### config.mk
export PLATFORM = sky130hd
export DESIGN_NAME = binary_adder_sync_flat
export DESIGN_NICKNAME = d
export VERILOG_FILES = /design/src/rtl/binary_adder_pkg.sv /design/src/rtl/binary_adder_sync_if.sv /design/src/rtl/binary_adder_sync_full_adder.sv /design/src/rtl/binary_adder_sync.sv /design/src/flat_wrapper.sv
export SDC_FILE = /design/constraint.sdc
export NUM_CORES = 1
export LEC_CHECK = 0
export ABC_CLOCK_PERIOD_IN_PS = 3400
export CAP_MARGIN = 40
export CORE_AREA = 2 2 39 41
export DETAILED_ROUTE_END_ITERATION = 12
export DIE_AREA = 0 0 41 43
export GPL_TIMING_DRIVEN = 0
export PLACE_DENSITY = 0.65
export SLEW_MARGIN = 25
export SYNTH_ARGS = -nofsm -noshare
export SYNTH_HDL_FRONTEND = slang
export SYNTH_HIERARCHICAL = 1
export SYNTH_SLANG_ARGS = --single-unit
### constraint.sdc
create_clock -name clk -period 3.4 [get_ports clk]
set_input_delay 0.68 -clock clk [delete_from_list [all_inputs] [get_ports clk]]
set_output_delay 0.68 -clock clk [all_outputs]
set_load 0.05 [all_outputs]
### src/rtl/binary_adder_pkg.sv
// binary_adder_pkg
// Shared definitions for the registered binary adder.
//   DEFAULT_WIDTH : default operand/sum width in bits.
//   add_ref()     : arithmetic reference add, {carry, sum} = a + b + c_in.
//                   It is written at the maximum legal width (32 bits).
//                   Callers zero-extend narrower operands and keep the low
//                   WIDTH+1 bits. Those bits are exact because the true
//                   result is always below 2^(WIDTH+1).
package binary_adder_pkg;

  localparam int DEFAULT_WIDTH = 4;
  localparam int MAX_WIDTH     = 32;

  function automatic logic [MAX_WIDTH:0] add_ref(
    input logic [MAX_WIDTH-1:0] a,
    input logic [MAX_WIDTH-1:0] b,
    input logic                 c_in
  );
    return {1'b0, a} + {1'b0, b} + {{MAX_WIDTH{1'b0}}, c_in};
  endfunction

endpackage

### src/rtl/binary_adder_sync_if.sv
// binary_adder_sync_if
// Operand/result bundle for binary_adder_sync.
//   in_valid, a, b, c_in            : request side, driven by the master.
//   out_valid, sum, c_out, mismatch : result side, driven by the adder (slave).
// Handshake: there is no ready signal, so the adder accepts every beat.
// a, b and c_in are meaningful only when in_valid=1. out_valid is in_valid
// delayed by exactly one clock. sum, c_out and mismatch are meaningful while
// out_valid=1, and hold their last loaded value otherwise.
interface binary_adder_sync_if #(
  parameter int WIDTH = binary_adder_pkg::DEFAULT_WIDTH
);
  logic             in_valid;
  logic [WIDTH-1:0] a;
  logic [WIDTH-1:0] b;
  logic             c_in;
  logic             out_valid;
  logic [WIDTH-1:0] sum;
  logic             c_out;
  logic             mismatch;

  modport master (
    output in_valid, a, b, c_in,
    input  out_valid, sum, c_out, mismatch
  );

  modport slave (
    input  in_valid, a, b, c_in,
    output out_valid, sum, c_out, mismatch
  );
endinterface

### src/rtl/binary_adder_sync_full_adder.sv
// full_adder
// One-bit full adder. This is the cell of the ripple-carry chain.
//   a, b : operand bits
//   ci   : carry in
//   s    : sum bit,  a ^ b ^ ci
//   co   : carry out, (a & b) | (ci & (a ^ b))
module full_adder (
  input  logic a,
  input  logic b,
  input  logic ci,
  output logic s,
  output logic co
);
  logic p;

  // Propagate term, shared by the sum and carry equations.
  assign p  = a ^ b;
  assign s  = p ^ ci;
  assign co = (a & b) | (ci & p);
endmodule

### src/rtl/binary_adder_sync.sv
// binary_adder_sync
// Registered WIDTH-bit adder with carry-in and carry-out. The latency is one
// cycle and a new operation is accepted every cycle.
// Ports:
//   clk : clock. All state updates on the rising edge.
//   rst : synchronous, active-high reset. It has priority over bus.in_valid.
//   bus : binary_adder_sync_if.slave
//         (in_valid, a, b, c_in in; out_valid, sum, c_out, mismatch out)
// sum and c_out always come from a ripple chain of full_adder cells.
// Build option BINARY_ADDER_CROSS_CHECK_EN adds a behavioural adder in
// parallel. mismatch then registers the disagreement between the two results
// on every valid cycle. Without the option, mismatch is tied to 0.
module binary_adder_sync
  import binary_adder_pkg::*;
#(
  parameter int WIDTH = DEFAULT_WIDTH
) (
  input logic               clk,
  input logic               rst,
  binary_adder_sync_if.slave bus
);

  logic [WIDTH-1:0] a_w;
  logic [WIDTH-1:0] b_w;
  logic [WIDTH:0]   carry;
  logic [WIDTH-1:0] sum_w;
  logic             mismatch_w;

  logic             out_valid_q;
  logic [WIDTH-1:0] sum_q;
  logic             c_out_q;
  logic             mismatch_q;

  assign a_w      = bus.a;
  assign b_w      = bus.b;
  assign carry[0] = bus.c_in;

  // carry[i+1] is the carry out of stage i. carry[WIDTH] is c_out.
  for (genvar i = 0; i < WIDTH; i++) begin : g_ripple
    full_adder u_fa (
      .a  (a_w[i]),
      .b  (b_w[i]),
      .ci (carry[i]),
      .s  (sum_w[i]),
      .co (carry[i+1])
    );
  end

`ifdef BINARY_ADDER_CROSS_CHECK_EN
  logic [MAX_WIDTH:0] ref_full;

  // The operands are zero-extended to the reference width. The full result
  // is compared so that a ripple result with a stray carry also shows up.
  assign ref_full   = add_ref(MAX_WIDTH'(a_w), MAX_WIDTH'(b_w), bus.c_in);
  assign mismatch_w = (ref_full != (MAX_WIDTH + 1)'({carry[WIDTH], sum_w}));
`else
  assign mismatch_w = 1'b0;
`endif

  always_ff @(posedge clk) begin
    if (rst) begin
      out_valid_q <= 1'b0;
      sum_q       <= '0;
      c_out_q     <= 1'b0;
      mismatch_q  <= 1'b0;
    end else begin
      out_valid_q <= bus.in_valid;
      // The result registers hold across idle cycles.
      if (bus.in_valid) begin
        sum_q      <= sum_w;
        c_out_q    <= carry[WIDTH];
        mismatch_q <= mismatch_w;
      end
    end
  end

  assign bus.out_valid = out_valid_q;
  assign bus.sum       = sum_q;
  assign bus.c_out     = c_out_q;
  assign bus.mismatch  = mismatch_q;

endmodule

### src/flat_wrapper.sv
// flat-port wrapper written by rule: the top's interface ports become plain ports
module binary_adder_sync_flat import binary_adder_pkg::*;
#(
  parameter int WIDTH = DEFAULT_WIDTH
)
  (clk, rst, bus_in_valid, bus_a, bus_b, bus_c_in, bus_out_valid, bus_sum, bus_c_out, bus_mismatch);
  binary_adder_sync_if #(.WIDTH(WIDTH)) bus_i ();
  input logic clk;
  input logic rst;
  input wire logic [$bits(bus_i.in_valid)-1:0] bus_in_valid;
  input wire logic [$bits(bus_i.a)-1:0] bus_a;
  input wire logic [$bits(bus_i.b)-1:0] bus_b;
  input wire logic [$bits(bus_i.c_in)-1:0] bus_c_in;
  output wire logic [$bits(bus_i.out_valid)-1:0] bus_out_valid;
  output wire logic [$bits(bus_i.sum)-1:0] bus_sum;
  output wire logic [$bits(bus_i.c_out)-1:0] bus_c_out;
  output wire logic [$bits(bus_i.mismatch)-1:0] bus_mismatch;
  assign bus_i.in_valid = bus_in_valid;
  assign bus_i.a = bus_a;
  assign bus_i.b = bus_b;
  assign bus_i.c_in = bus_c_in;
  assign bus_out_valid = bus_i.out_valid;
  assign bus_sum = bus_i.sum;
  assign bus_c_out = bus_i.c_out;
  assign bus_mismatch = bus_i.mismatch;
  binary_adder_sync #(.WIDTH(WIDTH)) u_core (.clk(clk), .rst(rst), .bus(bus_i));
endmodule
==> impl_metrics.csv, run 1 <==
group,metric,value,unit
grt,grt_max_degree,7,
timing,drv_slew,0,
power,clockPowerShare,30.5,%
worst_setup_path,start_kind,"input pin",
layout,instances_no_fill,59,
yosys,yosys_register_bits,6,
status,status,"completed",
layout,nets,61,
worst_setup_path,crit_type,"in2reg",
floorplan,rows,14,
layout,fin_util,36.2,%
power,internal-power,0.150,mW
yosys,synth_cell_types,8,
clock_network,tritoncts,"done",
power,totalPowerFinal,0.220,mW
yosys,yosysTopAreaCellShare,40.3,%
clock_network,postCtsSetupBuffers,0,
clock_network,cts.clk_slew.worst_paths,0.04,ns
place,numPortBuffers,16,
power,p_sw,0.0704,mW
power,p_sw_share,32.0,%
timing,fin_ws,0.578,ns
yosys,synth_nets,40,
timing,rsz0062_at_grt,"no",
yosys,yosysSeqAreaShare,40.3,%
floorplan,start_util,21.5,%
drt,drt_iter0_markers,2,
yosys,ys.flop_type,"dfxtp_1",
timing,post-route-period-util,83.0,%
timing,holdWs,0.495,ns
grt,overflow,0,
yosys,yosysMostFrequentCell,"dfxtp_1",
clock_network,cts_buffer_depth,2,
floorplan,die_h,43,µm
clock_network,cts.sinks,6,
place,dp_cells,56,
timing,skew,0,ns
grt,grt_first_pass_wirelength,931,µm
yosys,syn-cell-area,298,µm²
grt,grtUsageMet3,7.85,%
grt,globalRouteMet1Util,10.9,%
grt,globalRoute.busiestLayer,"met1",
worst_setup_path,required,3.53,ns
yosys,yosys_warnings,6,
clock_network,cts_hold_buffers,0,
worst_hold_path,min_path_type,"reg2reg",
worst_setup_path,cp-end-kind,"flop",
floorplan,die_area,0.00176,mm²
layout,finalInstanceArea,500,µm²
timing,worst_pin_slew,0.496,ns
clock_network,worstSkewPairLatency,0.25,ns
power,p_leak,0.209,nW
power,power_frac_seq,36.4,%
floorplan,die_w,41,µm
grt,use_met2,8.44,%
timing,final-setup-viol-count,0,
yosys,yosysTopAreaCell,"dfxtp_1",
place,place_area,478,µm²
layout,drive_above_1_share,11.6,%
yosys,synthesis.area_per_instance,12.4,µm²
drt,routedWlPerCell,9.27,µm
drt,via_per_inst,4.03,
timing,setup_tns,0,ns
clock_network,htree_levels,1,
worst_setup_path,crit_arrival,2.96,ns
flow_run,cap_violations,0,
timing,fmax,354,MHz
grt,antenna_found_initial,0,
layout,antenna_cells,0,
place,pre_cts_slack,0.274,ns
floorplan,num_io_pins,19,
yosys,postSynthCellCount,24,
place,globalplace.congestion,0.576,
power,ir_drop,0.000152,V
yosys,synthTopCellsByArea,"dfxtp_1 (40%), fa_1 (27%), mux2i_1 (17%), nor2_1 (6.3%), buf_6 (3.8%)",
floorplan,design.core.area,0.00138,mm²
drt,ant_nets,0,
drt,drc,0,
grt,grt_pass1_vias,217,
drt,detail_route.first_pass.iterations,4,
drt,vias,238,
drt,drt-total-wl,547,µm
clock_network,cts_buffers,3,
grt,grt_usage,8.81,%
timing,finalCriticalPeriod,2.82,ns
yosys,yosys-top-cells-count,"dfxtp_1 (6), mux2i_1 (5), nor2_1 (5)",
yosys,async_flop_share,0,%
yosys,synth-edff-count,0,
worst_setup_path,worstPathMaxFanout,1,
clock_network,root_buffer,"clkbuf_4",
timing,slew_headroom,66.8,%
power,combPwrFrac,33.0,%
timing,finalHoldViolCount,0,
clock_network,cts_resized,0,
power,power.density,440,mW/mm²
layout,area_growth,68.1,%
worst max-delay path, stage by stage:
cell and delay, ns:
clkdlybuf4s50_1 0.43, fa_1 0.44, fa_1 0.39, fa_1 0.39, fa_1 0.44, mux2i_1 0.14
nor2_1 0.05
final cells by class:
cell class / instances / area, µm²
buffer: 2 / 18.8
fill: 148 / 883
timing repair buffer: 16 / 160
multi-input combinational: 16 / 159
sequential: 6 / 120
tap: 16 / 20.0
clock buffer: 3 / 22.5
sequential cells by signal, summed over array words and instances (netlist names):
| signal | count |
|---|---|
| u_core/bus.sum | 4 |
| u_core/bus.out_valid | 1 |
| u_core/bus.c_out | 1 |
power groups by stage:
| stage | Clock (mW) | Combinational (mW) | Sequential (mW) |
|---|---|---|---|
| 3_5_place_dp | 0 | 0.0741 | 0.0813 |
| 4_1_cts | 0.0703 | 0.0740 | 0.0802 |
| 6_report | 0.0673 | 0.0727 | 0.0802 |
| 3_3_place_gp | 0 | 0.0732 | 0.0810 |
| 2_1_floorplan | 0 | 0.0207 | 0.104 |
| 5_1_grt | 0.0752 | 0.0795 | 0.0808 |
path summary, 6_finish.rpt:
check,from,endpoint,slack [ns],cells after the start
worst min register to register,u_core/bus.sum[1],u_core/bus.sum[1],0.49,2
worst max register to register,u_core/bus.c_out,u_core/bus.c_out,2.80,2
worst min-delay path,u_core/bus.sum[1],u_core/bus.sum[1],0.49,2
worst max-delay path,bus_a[0],u_core/bus.sum[3],0.58,7
cells by family (layout without fill, tap and decap cells):
family,count (synthesis),in the layout,synth area share [%]
flip-flops,6,6,40.3
other,1,1,1.26
multiplexers,5,5,16.8
adder cells (fa/ha/maj),4,4,26.9
AND/OR/NAND/NOR,6,6,8.41
buffers and inverters,2,21,6.30
routing by layer:
metal | wire length, µm | part of all wire (%) | vias to the layer above
met3 | 73 | 13 | 3
met5 | 0 | 0 | -
met1 | 217 | 40 | 109
li1 | - | - | 111
met4 | 17 | 3.1 | 0
met2 | 239 | 44 | 15
cell usage in the layout (no fill, tap or decap):
cell             netlist  routed
nor2_1                 5       5
mux2i_1                5       5
fa_1                   4       4
nor2b_1                1       1
dfxtp_1                6       6
buf_6                  1       1
conb_1                 1       1
buf_4                  1       1
clkbuf_4               0       3
clkdlybuf4s50_1        0      16
No activity file was read; power rests on OpenSTA's default activity.
==> inputs of run 2 (changes only) <==
--- a/config.mk
+++ b/config.mk
@@ -5,13 +5,13 @@
 export SDC_FILE = /design/constraint.sdc
 export NUM_CORES = 1
 export LEC_CHECK = 0
-export ABC_CLOCK_PERIOD_IN_PS = 3400
+export ABC_CLOCK_PERIOD_IN_PS = 2500
 export CAP_MARGIN = 40
 export CORE_AREA = 2 2 39 41
 export DETAILED_ROUTE_END_ITERATION = 12
 export DIE_AREA = 0 0 41 43
 export GPL_TIMING_DRIVEN = 0
-export PLACE_DENSITY = 0.65
+export PLACE_DENSITY = 0.67
 export SLEW_MARGIN = 25
 export SYNTH_ARGS = -nofsm -noshare
 export SYNTH_HDL_FRONTEND = slang
==> constraint.sdc (replaced) <==
create_clock -name clk -period 2.5 [get_ports clk]
set_input_delay 0.5 -clock clk [delete_from_list [all_inputs] [get_ports clk]]
set_output_delay 0.5 -clock clk [all_outputs]
set_load 0.05 [all_outputs]
==> impl_metrics.csv, run 2 (synthesis results as in run 1) <==
group,metric,value,unit
power,power_frac_seq,36.1,%
clock_network,root_buffer,"clkbuf_4",
clock_network,cts.sinks,6,
layout,antenna_cells,0,
place,numPortBuffers,16,
floorplan,die_w,41,µm
place,globalplace.congestion,0.579,
layout,area_growth,70.6,%
worst_setup_path,worstRegToRegCells,2,
floorplan,rows,14,
timing,drv_slew,0,
layout,drive_above_1_share,18.6,%
drt,detail_route.first_pass.iterations,4,
grt,grt_pass1_vias,220,
clock_network,cts_hold_buffers,0,
drt,drt-total-wl,540,µm
timing,final-setup-viol-count,0,
worst_setup_path,timing.rr.start,"u_core/bus.sum[3]",
worst_setup_path,crit_arrival,2.46,ns
clock_network,htree_levels,1,
drt,drc,0,
layout,finalInstanceArea,508,µm²
clock_network,tritoncts,"done",
drt,routedWlPerCell,9.15,µm
layout,multi_input_area,166,µm²
drt,ant_nets,0,
layout,final_cell_mix,"clkdlybuf4s50_1 (13), dfxtp_1 (6), mux2i_1 (5), nor2_1 (5)",
power,internal-power,0.203,mW
timing,finalCriticalPeriod,2.32,ns
timing,skew,0,ns
grt,grt_max_degree,7,
worst_hold_path,min_path_type,"reg2reg",
worst_setup_path,required,2.63,ns
drt,vias,231,
grt,grt_first_pass_wirelength,903,µm
timing,post-route-period-util,93.0,%
power,power.density,593,mW/mm²
layout,largest_reg_flops,4,
grt,grt_usage,8.50,%
worst_setup_path,r2r_end,"u_core/bus.sum[3]",
worst_setup_path,startpoint,"bus_c_in",
worst_setup_path,rrSetupSlack,1.90,ns
place,pre_cts_slack,-0.412,ns
power,p_sw_share,32.5,%
timing,finalHoldViolCount,0,
worst_setup_path,worstPathMaxFanout,1,
floorplan,die_area,0.00176,mm²
layout,layout_commonest_cell,"clkdlybuf4s50_1",
timing,slew_headroom,66.3,%
power,p_leak,0.218,nW
timing,rsz0062_at_grt,"no",
clock_network,cts.clk_slew.worst_paths,0.05,ns
worst_setup_path,endpoint,"u_core/bus.sum[3]",
power,clockPowerShare,31.0,%
place,dp_cells,56,
timing,setup_tns,0,ns
timing,fmax,430,MHz
status,status,"completed",
clock_network,cts_buffers,3,
clock_network,worstSkewPairLatency,0.25,ns
worst_setup_path,start_kind,"input pin",
clock_network,cts_buffer_depth,2,
floorplan,design.core.area,0.00138,mm²
power,combPwrFrac,32.9,%
drt,drt_iter0_markers,15,
power,p_sw,0.0980,mW
clock_network,postCtsSetupBuffers,0,
grt,overflow,0,
layout,nets,61,
power,totalPowerFinal,0.301,mW
worst_setup_path,cp-end-kind,"flop",
worst_setup_path,crit_type,"in2reg",
drt,via_per_inst,3.92,
layout,instances_no_fill,59,
timing,worst_pin_slew,0.504,ns
floorplan,die_h,43,µm
layout,fill_cells,145,
place,place_area,478,µm²
layout,seqCellArea,120,µm²
power,ir_drop,0.000378,V
floorplan,start_util,21.5,%
grt,antenna_found_initial,0,
timing,fin_ws,0.176,ns
floorplan,num_io_pins,19,
flow_run,cap_violations,0,
-- run 2: changes by cell type in the layout (fill, tap and decap cells not counted) --
cell	before	now
clkdlybuf4s50_1	16	13
dlygate4sd2_1	0	2
dlymetal6s2s_1	0	1
fa_1	4	1
fa_2	0	3
-- run 2: worst max-delay path: stages --
cell	delay (ns)
dlygate4sd2_1	0.25
fa_2	0.38
fa_2	0.35
fa_2	0.34
fa_1	0.44
mux2i_1	0.14
nor2_1	0.05
-- run 2: how the worst min path moves through the flow --
stage	startpoint	endpoint	slack [ns]	cells past startpoint
finish	u_core/bus.c_out	u_core/bus.c_out	0.49	2
global route	bus_in_valid	u_core/bus.out_valid	0.52	2
CTS	u_core/bus.c_out	u_core/bus.c_out	0.50	2
detailed placement	u_core/bus.sum[2]	u_core/bus.sum[2]	0.48	2
global placement	u_core/bus.sum[2]	u_core/bus.sum[2]	0.47	2
floorplan	rst	u_core/bus.out_valid	0.57	1
-- run 2: cell type report --
cell class | instances | share of cell area, %
clock buffers | 3 | 4.43
well taps | 16 | 3.94
flip-flops and latches | 6 | 23.6
repair buffers | 16 | 31.5
multi-input cells | 16 | 32.8
plain buffers | 2 | 3.69
-- run 2: power by group through the flow --
stage	Combinational (mW)	Sequential, mW	Clock [mW]
after CTS	0.101	0.109	0.0959
final	0.0992	0.109	0.0933
after detailed placement	0.100	0.110	0
after floorplan	0.0281	0.141	0
after global placement	0.0994	0.110	0
after global routing	0.108	0.110	0.101
-- run 2: per-stage QoR --
step	utilization (%)	hold WS, ns
4_1_cts	36.5	0.496
2_1_floorplan	-	0.572
5_1_grt	36.7	0.520
3_3_place_gp	34.5	0.473
3_5_place_dp	34.5	0.484
6_report	36.7	0.489
-- run 2: layer usage --
| metal | global-route usage (%) | vias to the layer above | wire length (µm) | share of wire (%) |
|---|---|---|---|---|
| li1 | - | 111 | - | - |
| met1 | 11.2 | 103 | 218 | 40 |
| met2 | 8.13 | 15 | 235 | 44 |
| met3 | 7.85 | 2 | 76 | 14 |
| met4 | 6.00 | 0 | 10 | 1.9 |
| met5 | 0 | - | 0 | 0 |
-- run 2: repair_timing --
item / 4_1_cts / 5_1_grt
endpoints found under the setup margin: 2 / 2
pin swaps: 3 / 3
resized for setup: 5 / 1
